--- src/rtl/inst_loader_pkg.sv ---
// Shared definitions for the boot-time instruction loader: FSM states,
// stream framing lengths and the default instruction memory size.
package inst_loader_pkg;

    typedef enum logic [2:0] {
        ST_IDLE,
        ST_LEN0,
        ST_LEN1,
        ST_DATA,
        ST_WRITE,
        ST_CHK,
        ST_DONE,
        ST_ERR
    } state_t;

    localparam int unsigned HDR_LEN           = 2;
    localparam int unsigned CHK_LEN           = 1;
    localparam int unsigned MEM_BYTES_DEFAULT = 1024;

    // A word count is usable when it is non-zero and fits the memory.
    function automatic logic len_ok(input logic [15:0] n, input int unsigned mem_bytes);
        return (n != '0) && (32'(n) <= mem_bytes / 4);
    endfunction

endpackage

--- src/rtl/inst_loader_if.sv ---
// Byte-stream input, instruction-memory write port and core status
// signals of the loader, grouped as one bundle.
interface inst_loader_if;

    logic        start;
    logic [7:0]  rx_data;
    logic        rx_valid;
    logic        rx_ready;
    logic [31:0] mem_addr;
    logic [31:0] mem_wdata;
    logic        mem_wr_en;
    logic        cpu_hold;
    logic        done;
    logic        err;

    modport master (
        input  start, rx_data, rx_valid,
        output rx_ready, mem_addr, mem_wdata, mem_wr_en, cpu_hold, done, err
    );

    modport slave (
        output start, rx_data, rx_valid,
        input  rx_ready, mem_addr, mem_wdata, mem_wr_en, cpu_hold, done, err
    );

endinterface

--- src/rtl/inst_loader.sv ---
// Boot loader: assembles little-endian words from a length-prefixed,
// XOR-checksummed byte stream and writes them into instruction memory.
module inst_loader
    import inst_loader_pkg::*;
#(
    parameter int unsigned MEM_BYTES = MEM_BYTES_DEFAULT
) (
    input  logic          clk,
    input  logic          rst,
    inst_loader_if.master bus
);

    state_t      state;
    state_t      state_next;

    logic [15:0] len_q;
    logic [15:0] word_idx;
    logic [1:0]  byte_cnt;
    logic [7:0]  xor_q;
    logic [23:0] word_buf;
    logic [31:0] addr_q;
    logic [31:0] wdata_q;

    logic        rx_ready;
    logic        rx_fire;
    logic [15:0] len_hdr;

    assign rx_ready = (state == ST_LEN0) || (state == ST_LEN1) ||
                      (state == ST_DATA) || (state == ST_CHK);
    assign rx_fire  = rx_ready && bus.rx_valid;
    assign len_hdr  = {bus.rx_data, len_q[7:0]};

    always_ff @(posedge clk) begin
        if (rst) begin
            state <= ST_IDLE;
        end else begin
            state <= state_next;
        end
    end

    always_comb begin
        state_next = state;
        case (state)
            ST_IDLE, ST_DONE, ST_ERR: begin
                if (bus.start) state_next = ST_LEN0;
            end
            ST_LEN0: begin
                if (rx_fire) state_next = ST_LEN1;
            end
            ST_LEN1: begin
                if (rx_fire) state_next = len_ok(len_hdr, MEM_BYTES) ? ST_DATA : ST_ERR;
            end
            ST_DATA: begin
                if (rx_fire && (byte_cnt == 2'd3)) state_next = ST_WRITE;
            end
            ST_WRITE: begin
                state_next = (word_idx == len_q - 16'd1) ? ST_CHK : ST_DATA;
            end
            ST_CHK: begin
                if (rx_fire) state_next = (bus.rx_data == xor_q) ? ST_DONE : ST_ERR;
            end
            default: state_next = ST_IDLE;
        endcase
    end

    // Address and data are captured with the 4th byte so they are already
    // stable for the whole single-cycle WRITE strobe.
    always_ff @(posedge clk) begin
        if (rst) begin
            len_q    <= '0;
            word_idx <= '0;
            byte_cnt <= '0;
            xor_q    <= '0;
            word_buf <= '0;
            addr_q   <= '0;
            wdata_q  <= '0;
        end else begin
            case (state)
                ST_IDLE, ST_DONE, ST_ERR: begin
                    if (bus.start) begin
                        word_idx <= '0;
                        byte_cnt <= '0;
                        xor_q    <= '0;
                    end
                end
                ST_LEN0: begin
                    if (rx_fire) len_q[7:0] <= bus.rx_data;
                end
                ST_LEN1: begin
                    if (rx_fire) len_q[15:8] <= bus.rx_data;
                end
                ST_DATA: begin
                    if (rx_fire) begin
                        xor_q    <= xor_q ^ bus.rx_data;
                        byte_cnt <= byte_cnt + 2'd1;
                        case (byte_cnt)
                            2'd0: word_buf[7:0]   <= bus.rx_data;
                            2'd1: word_buf[15:8]  <= bus.rx_data;
                            2'd2: word_buf[23:16] <= bus.rx_data;
                            default: begin
                                wdata_q <= {bus.rx_data, word_buf};
                                addr_q  <= 32'({word_idx, 2'b00});
                            end
                        endcase
                    end
                end
                ST_WRITE: begin
                    word_idx <= word_idx + 16'd1;
                end
                default: ;
            endcase
        end
    end

    assign bus.rx_ready  = rx_ready;
    assign bus.mem_addr  = addr_q;
    assign bus.mem_wdata = wdata_q;
    assign bus.mem_wr_en = (state == ST_WRITE);
    assign bus.cpu_hold  = (state != ST_DONE);
    assign bus.done      = (state == ST_DONE);
    assign bus.err       = (state == ST_ERR);

endmodule
--- src/flat_wrapper.sv ---
// flat-port wrapper written by rule: the top's interface ports become plain ports
module inst_loader_flat import inst_loader_pkg::*;
#(
    parameter int unsigned MEM_BYTES = MEM_BYTES_DEFAULT
)
  (clk, rst, bus_start, bus_rx_data, bus_rx_valid, bus_rx_ready, bus_mem_addr, bus_mem_wdata, bus_mem_wr_en, bus_cpu_hold, bus_done, bus_err);
  inst_loader_if bus_i ();
  input  logic clk;
  input  logic rst;
  input wire logic [$bits(bus_i.start)-1:0] bus_start;
  input wire logic [$bits(bus_i.rx_data)-1:0] bus_rx_data;
  input wire logic [$bits(bus_i.rx_valid)-1:0] bus_rx_valid;
  output wire logic [$bits(bus_i.rx_ready)-1:0] bus_rx_ready;
  output wire logic [$bits(bus_i.mem_addr)-1:0] bus_mem_addr;
  output wire logic [$bits(bus_i.mem_wdata)-1:0] bus_mem_wdata;
  output wire logic [$bits(bus_i.mem_wr_en)-1:0] bus_mem_wr_en;
  output wire logic [$bits(bus_i.cpu_hold)-1:0] bus_cpu_hold;
  output wire logic [$bits(bus_i.done)-1:0] bus_done;
  output wire logic [$bits(bus_i.err)-1:0] bus_err;
  assign bus_i.start = bus_start;
  assign bus_i.rx_data = bus_rx_data;
  assign bus_i.rx_valid = bus_rx_valid;
  assign bus_rx_ready = bus_i.rx_ready;
  assign bus_mem_addr = bus_i.mem_addr;
  assign bus_mem_wdata = bus_i.mem_wdata;
  assign bus_mem_wr_en = bus_i.mem_wr_en;
  assign bus_cpu_hold = bus_i.cpu_hold;
  assign bus_done = bus_i.done;
  assign bus_err = bus_i.err;
  inst_loader #(.MEM_BYTES(MEM_BYTES)) u_core (.clk(clk), .rst(rst), .bus(bus_i));
endmodule
--- config.mk ---
export PLATFORM = sky130hd
export DESIGN_NAME = inst_loader_flat
export DESIGN_NICKNAME = d
export VERILOG_FILES = /design/src/rtl/inst_loader_pkg.sv /design/src/rtl/inst_loader_if.sv /design/src/rtl/inst_loader.sv /design/src/flat_wrapper.sv
export SDC_FILE = /design/constraint.sdc
export NUM_CORES = 1
export LEC_CHECK = 0
export BUFFER_PORTS_ARGS = -buffer_cell sky130_fd_sc_hd__buf_4
export CORE_AREA = 8 8 113 115
export DETAILED_ROUTE_END_ITERATION = 12
export DIE_AREA = 0 0 121 123
export PLACE_DENSITY = 0.79
export RECOVER_POWER = 25
export SYNTH_ARGS = -nofsm -noshare
export SYNTH_HDL_FRONTEND = slang
export SYNTH_SLANG_ARGS = --single-unit
--- constraint.sdc ---
create_clock -name clk -period 2.1 [get_ports clk]
set_clock_uncertainty 0.05 [all_clocks]
set_input_delay 0.315 -clock clk [delete_from_list [all_inputs] [get_ports clk]]
set_output_delay 0.315 -clock clk [all_outputs]
set_load 0.02 [all_outputs]
Yosys cells after proc, flatten, opt, wreduce, memory -nomap -nowiden. Index checks and enable logic that the tools add are counted.

Add/subtract/negate cells: 3. Order comparisons: 1. Eq/ne operators: 19. Mux-type cells: 17. Bitwise operators: 2. Reduce and logical (&&, ||, !) cells: 22.

Operators with widths (number): $pmux W16 S2 (1); $mux W3 (7); $pmux W3 S6 (1); $add A16 B1 Y16 const B (1); $eq A16 B16 Y1 (1); $le A16 B9 Y1 const B (1); $mux W16 (1); $mux W8 (2); $pmux W8 S2 (1); $reduce_bool A16 Y1 (1); $sub A16 B1 Y16 const B (1); $reduce_and A3 Y1 (5); $eq A3 B3 Y1 const B (4); $eq A8 B8 Y1 (1); $ne A2 B1 Y1 const B (4); $xor A8 B8 Y8 (1); $eq A3 B2 Y1 const B (2); $reduce_and A2 Y1 (3); $reduce_or A3 Y1 (2); $reduce_and A5 Y1 (1); $eq A2 B2 Y1 const B (2); $mux W2 (2); $ne A2 B2 Y1 const B (2); $pmux W2 S2 (1); 11 further kinds (16).

Register bits: 117. Input port bits: 12. Output and inout port bits: 69. Logic and storage cells: 75.

Longest topological paths before layout. Gate-level depths: netlist of the first run.

Depth in word-level cells: 8. Gate-level depth with buffers: 9. Depth with buffers taken out: 8.

Least setup slack after synthesis of the first run. No wires, ideal clock.

Path kind: register to register. Start: reg u_core.len_q[0]. End: reg u_core.state[1]. Arrival: 1.962 ns. Required time: 1.911 ns. Path slack: -0.051 ns. Stages on the path, launching flop included: 9. Buffers on the path: 0. Clock period less this slack: 2.151 ns. Cells stage by stage: dfxtp_1 -> inv_1 -> ha_1 -> nor4b_1 -> nand3_1 -> a2111oi_0 -> nand4_1 -> a211oi_2 -> a31oi_1.

Word-level cells in the longest chain between the ends: 4.

RTL lines: start: declaration (RTL line inst_loader.sv:16) `logic [15:0] len_q;`; start signal: assignment (RTL line inst_loader.sv:87) `if (rx_fire) len_q[7:0] <= bus.rx_data;`; $sub A16 B1 Y16 (RTL line inst_loader.sv:57) `state_next = (word_idx == len_q - 16'd1) ? ST_CHK : ST_DATA;`; $eq A16 B16 Y1 (RTL line inst_loader.sv:57); $mux W3 (RTL line inst_loader.sv:57); $pmux W3 S6 (RTL line inst_loader.sv:43) `case (state)`; end signal: assignment (RTL line inst_loader.sv:37) `state <= state_next;`; end: declaration (RTL line inst_loader.sv:13) `state_t state;`.

No other way between the ends. A chain may end at the register's enable or synchronous reset.

Worst setup path after layout of the first run.
Start: reg u_core.state[2]. End: out bus_mem_wr_en.

Word-level cells in the longest chain between the ends: 1.

RTL lines: $eq A3 B3 Y1 (RTL line inst_loader.sv:118) `assign bus.mem_wr_en = (state == ST_WRITE);`; end: declaration (RTL line flat_wrapper.sv:16) `output wire logic [$bits(bus_i.mem_wr_en)-1:0] bus_mem_wr_en;`.

No other way between the ends.

==> results.cfg, run 1 <==
[sta]
setup_viol = 0
slew_viol_final = 0
slew_headroom_pct = 66.3
fin_crit_ns = 1.97
post-route-period-util_pct = 93.7
max_freq_ghz = 0.508
finalHoldViolCount = 0
worst_slew_pin_slew_ns = 0.506
fin_tns_setup_ns = 0
worst_slack_ns = 0.133
hold_ws_ns = 0.193
rsz0062_at_grt = yes

[power_and_ir_drop]
switchingPower_mw = 1.95
power-per-cell-area_nw_per_um2 = 1040
ir_drop_uv = 522
p_seq_share_pct = 34.6
p_comb_share_pct = 22.9
leakage_nw = 2.40
swShare_pct = 28.1
pwr-share-clk_pct = 42.5
intPower_mw = 4.98

[worst_setup_path]
rr_endpoint = u_core.state[2]
r2r-start = u_core.len_q[2]
crit_path_end_kind = primary output
crit_type = reg2out
rr_worst_depth = 6
reg2reg_slack_ns = 0.13
worstPathArrival_ns = 1.60
crit_fanout = 6
start_kind = flop
worstPathRequired_ns = 1.74
critPathLaunch = u_core.state[2]

[floorplan]
die_y_um = 123
die_w_um = 121
core-area_um2 = 11100
initial_core_util_pct = 48.9
rows = 39
io_pins = 81
dieArea_um2 = 14900

[clock_tree]
cts_buffer_depth = 2
clk_pin_slew_worst_paths_ns = 0.05
cts-buffers-inserted = 17
cts_tree = yes
htreeDepth = 4
ctsHoldBuffers = 0
insertion_delay_ns = 0.41
cts_root_buffer = clkbuf_16
cts_sinks = 117

[placed_design]
placed_area_um2 = 6100
pre_cts_slack_ns = -0.191
dp_hpwl_um = 9720
io_buffers = 64
gp_congestion = 0.870

[detailed_routing]
drt_wl_total_um = 14100
route.detailed.drc = 0
drt_first_pass_iters = 5
vias = 4896
drt_iter0_markers = 254
route.detailed.vias_per_inst = 5.34
final_antenna_net_count = 0
routedWlPerCell_um = 15.3

[run_status]
status = completed

[logic_synthesis]
synth_seq_cells = 117
ys.warnings.count = 0
syn_area_per_cell_um2 = 7.85
yosys.area.top_type_share_pct = 43.2
yosys.cell_types.count = 58
yosysSeqAreaShare_pct = 43.2
yosys.area.top_type = dfxtp_1
ys.flop_type = dfxtp_1
async_flop_share_pct = 0
netlist_top_cells_area = dfxtp_1 (43%), nand2_1 (11%), a21oi_1 (9.3%)
synth_cells = 690
synth-edff-count = 0
netlist_area_um2 = 5420

[worst_hold_path]
min_from = bus_rx_data[3]
hold_depth = 3
hold_path_class = in2reg
min_to = u_core.bus.mem_wdata[27]

[cells_and_area]
antenna_cells = 0
drive_above_1_share_pct = 15.3
fin_area_um2 = 6640
final_util_pct = 59.9
area_growth_pct = 22.5
fin_nets = 781

[grt]
grt_max_degree = 49
grt_pass1_wl_um = 22700
grt_overflow = 0
grt_usage_pct = 18.9
antenna_found_initial = 0
grt_pass1_vias = 4675

[run]
cap_violations = 0
==> cells in the final DEF (no fill, tap or decap), drive strengths merged, types with 3 or more instances in the layout <==
master  instances
or3             6
nand4           4
nand2b          5
mux2i           9
conb           16
clkbuf         64
bufinv          3
nor3           10
inv            10
dfxtp         117
or2             4
nand3          37
o211ai          4
and3            4
a311oi          4
buf            62
nor3b           4
nor4            6
clkinv          3
o21ai          12
a21oi         101
ha              7
xnor2          20
nand2         163
nor2           35
xor2           12
nand3b         12
a31oi           4
==> power by group through the flow <==
stage	Clock [mW]	Combinational [mW]	Sequential, mW
floorplan	0	1.03	2.42
global placement	0	1.46	2.42
detailed placement	0	1.47	2.43
CTS	2.99	1.53	2.39
global route	3.10	1.74	2.40
finish	2.95	1.59	2.39
==> cell families (layout without fill, tap and decap cells) <==
family | Yosys count | count (layout) | share of synthesized area [%]
AOI/OAI and AO/OA | 144 | 144 | 15.1
xor gates and xnor gates | 32 | 32 | 5.17
adders and majority gates | 7 | 7 | 1.62
buffers and inverters | 76 | 144 | 6.77
DFF | 117 | 117 | 43.2
muxes | 11 | 11 | 2.15
other | 1 | 16 | 0.0692
and+or+nand+nor | 302 | 302 | 25.9
==> worst max-delay path, stage by stage, from the launching register on <==
cell and delay (ns):
dfxtp_1 0.34, or3b_4 0.44, buf_4 0.18, inv_2 0.09
buf_4 0.15
==> Yosys cell counts, types with 2 or more instances <==
cell,instances
a211o_1,2
a21o_1,2
a21oi_1,101
a311oi_1,4
a31oi_1,4
a32o_1,2
and2_1,2
and3_1,4
buf_1,3
buf_2,5
buf_4,16
buf_6,2
clkbuf_1,40
dfxtp_1,117
ha_1,7
inv_1,10
mux2i_1,9
nand2_1,163
nand2b_1,5
nand3_1,37
nand3b_1,12
nand4_1,3
nor2_1,34
nor2b_1,2
nor3_1,7
nor3_2,2
nor3b_1,4
nor4_1,6
o211ai_1,4
o21a_1,2
o21ai_0,12
o22ai_1,2
or2_2,3
or2b_1,2
or3_1,6
or4_1,2
xnor2_1,20
xor2_1,12
==> area by class of cell <==
type	instances	area, um2
fillers	1006	4440
multi-input cells	512	2840
flip-flops and latches	117	2350
repair buffers	104	623
clock buffers	22	484
well taps	143	179
clock inverters	8	124
inverters	10	40.0
==> per-stage QoR <==
step / instances / total power, mW
2_1_floorplan: 705 / 3.45
3_3_place_gp: 884 / 3.89
3_5_place_dp: 884 / 3.90
4_1_cts: 914 / 6.91
5_1_grt: 916 / 7.24
6_report: 916 / 6.92
==> per-layer routing <==
metal	up-vias	wire length [um]	GRT usage, %
met1	2255	6250	24.1
met5	-	0	0
met2	169	6470	29.6
li1	2444	-	-
met4	0	308	8.20
met3	28	1020	5.25
==> flip-flops by register name, summed over array words and instances, names as in the netlist <==
| signal | cells |
|---|---|
| u_core.word_buf | 24 |
| u_core.byte_cnt | 2 |
| u_core.bus.mem_wdata | 32 |
| u_core.len_q | 16 |
| u_core.state | 3 |
| u_core.word_idx | 16 |
| u_core.bus.mem_addr | 16 |
| u_core.xor_q | 8 |
==> worst max path at each step <==
stage,depth (start not counted),endpoint
2_1_floorplan,8,u_core.state[1]
3_3_place_gp,8,u_core.state[1]
3_5_place_dp,8,u_core.state[1]
4_1_cts,9,u_core.state[2]
5_1_grt,9,u_core.state[1]
6_report,4,bus_mem_wr_en
==> what timing repair did <==
action | CTS | global route
buffers inserted | 0 | 2
endpoints found under the setup margin | 3 | 7
endpoints found under the hold margin | 0 | 0
pin swaps | 1 | 7
resized for setup | 8 | 12
Power figures use the tool's default switching activity.
==> run 2, diff against run 1 <==
==> constraint.sdc (replaced) <==
create_clock -name clk -period 1.6 [get_ports clk]
set_clock_uncertainty 0.05 [all_clocks]
set_input_delay 0.24 -clock clk [delete_from_list [all_inputs] [get_ports clk]]
set_output_delay 0.24 -clock clk [all_outputs]
set_load 0.02 [all_outputs]
==> run 2 against run 1 <==
The flow now finishes with violations (negative setup slack). Clock power rose by 34%. First-iteration DRC count is 67% higher. Cell area is 14% higher. Core utilization up 8.4 points. Wire length grew 20%. Count of clock-buffer cells in the layout fell by 4. Combinational power increased by 64%. Sequential cell count unchanged. Sequential power is 31% higher. Critical path type is now reg2reg. Highest routed layer unchanged.
==> results.cfg, run 2 (synthesis gave the netlist of run 1 again) <==
[run_status]
status = finished, violations left
violations = negative setup slack

[sta]
max_freq_ghz = 0.494
slew_viol_final = 0
fin_crit_ns = 2.02
rsz0062_at_grt = yes
fin_tns_setup_ns = -7.47
worst_slack_ns = -0.423
post-route-period-util_pct = 126
hold_ws_ns = 0.0609
finalHoldViolCount = 0
setup_viol = 67

[power_and_ir_drop]
swShare_pct = 30.1
p_comb_share_pct = 26.9
switchingPower_mw = 2.92
power-per-cell-area_nw_per_um2 = 1280
pwr-share-clk_pct = 40.7
p_seq_share_pct = 32.4
leakage_nw = 2.92
power_mw = 9.69
ir_drop_uv = 903
intPower_mw = 6.77

[cells_and_area]
final_common_cell = nand2_1
fill_cells = 846
antenna_cells = 0
mostFrequentLayoutCells = nand2_1 (156), buf_4 (117), dfxtp_1 (112)
drive_above_1_share_pct = 27.7
area_growth_pct = 39.7
largest_reg_flops = 32
seqCellArea_um2 = 2350
multi_input_area_um2 = 3010
fin_nets = 839

[detailed_routing]
route.detailed.drc = 0
drt_first_pass_iters = 5
vias = 5346
drt_wl_total_um = 16800
routedWlPerCell_um = 17.2
final_antenna_net_count = 0
drt_iter0_markers = 424
route.detailed.vias_per_inst = 5.48

[floorplan]
dieArea_um2 = 14900
die_y_um = 123
core-area_um2 = 11100
initial_core_util_pct = 48.9
rows = 39
io_pins = 81
die_w_um = 121

[grt]
grt_max_degree = 66
grt_usage_pct = 20.9
grt_pass1_vias = 4959
antenna_found_initial = 0
grt_overflow = 0
grt_pass1_wl_um = 24500

[worst_setup_path]
crit_type = reg2reg
worstPathRequired_ns = 1.84
crit_path_end_kind = flop
crit_fanout = 4
worstPathArrival_ns = 2.26
start_kind = flop
rr_worst_depth = 8
reg2reg_slack_ns = -0.42

[run]
cap_violations = 0

[clock_tree]
ctsHoldBuffers = 0
insertion_delay_ns = 0.43
cts_tree = yes
cts-buffers-inserted = 17
htreeDepth = 4
cts_buffer_depth = 2
clk_pin_slew_worst_paths_ns = 0.06
cts_root_buffer = clkbuf_16
cts_sinks = 117

[placed_design]
gp_congestion = 0.874
dp_hpwl_um = 10200
io_buffers = 64
pre_cts_slack_ns = -0.417

[worst_hold_path]
hold_path_class = in2reg
hold_depth = 3
## run 2: changes by cell type in the layout (fill, tap and decap cells not counted), sizes merged
cell	delta
clkbuf	-20
clkinv	+3
buf	+74
inv	+3
## run 2: worst max-delay path: stages, from the launching register on
cell,delay [ns]
dfxtp_4,0.36
inv_4,0.06
ha_4,0.14
nor4b_4,0.29
nand3_2,0.16
a2111oi_4,0.31
nand4_1,0.14
a211oi_2,0.24
a31oi_1,0.14
## run 2: layout make-up
class                      count  area share [%]
clock inverter                14            2.33
timing repair buffer         162            18.1
multi-input combinational    512            39.8
inverter                      10           0.595
tap                          143            2.36
clock buffer                  18            5.80
sequential                   117            31.1
## run 2: worst paths after layout
| check | startpoint | end |
|---|---|---|
| hold / removal | bus_rx_data[3] | u_core.bus.mem_wdata[27] |
| setup reg to reg | u_core.len_q[0] | u_core.state[1] |
| hold reg to reg | u_core.word_buf[19] | u_core.bus.mem_wdata[19] |
| setup / recovery | u_core.len_q[0] | u_core.state[1] |
## run 2: layer usage
| layer | global-route usage (%) | part of all wire, % | vias to the layer above |
|---|---|---|---|
| li1 | - | - | 2572 |
| met1 | 25.5 | 42 | 2534 |
| met2 | 34.0 | 47 | 200 |
| met3 | 6.30 | 8.2 | 40 |
| met4 | 8.35 | 2.8 | 0 |
| met5 | 0 | 0 | - |
## run 2: power groups by stage
stage               combinational [mW]  clock, mW  sequential [mW]
detailed placement                2.18          0             3.18
CTS                               2.30       3.96             3.13
global placement                  2.15          0             3.17
floorplan                         1.43          0             3.20
global route                      2.78       4.12             3.15
finish                            2.60       3.94             3.14
## run 2: metrics by stage
stage | cells | util [%] | instance area, um2
3_5_place_dp | 922 | 58.6 | 6490
3_3_place_gp | 922 | 58.6 | 6490
4_1_cts | 960 | 66.0 | 7310
2_1_floorplan | 705 | - | 5560
6_report | 976 | 68.3 | 7570
5_1_grt | 976 | 68.3 | 7570
## run 2: repair_timing
item                                    CTS  global route
buffers inserted                          4             9
pin swaps                                 7            18
resized for setup                        39            40
endpoints found under the setup margin   97           107
cloned                                    2             7
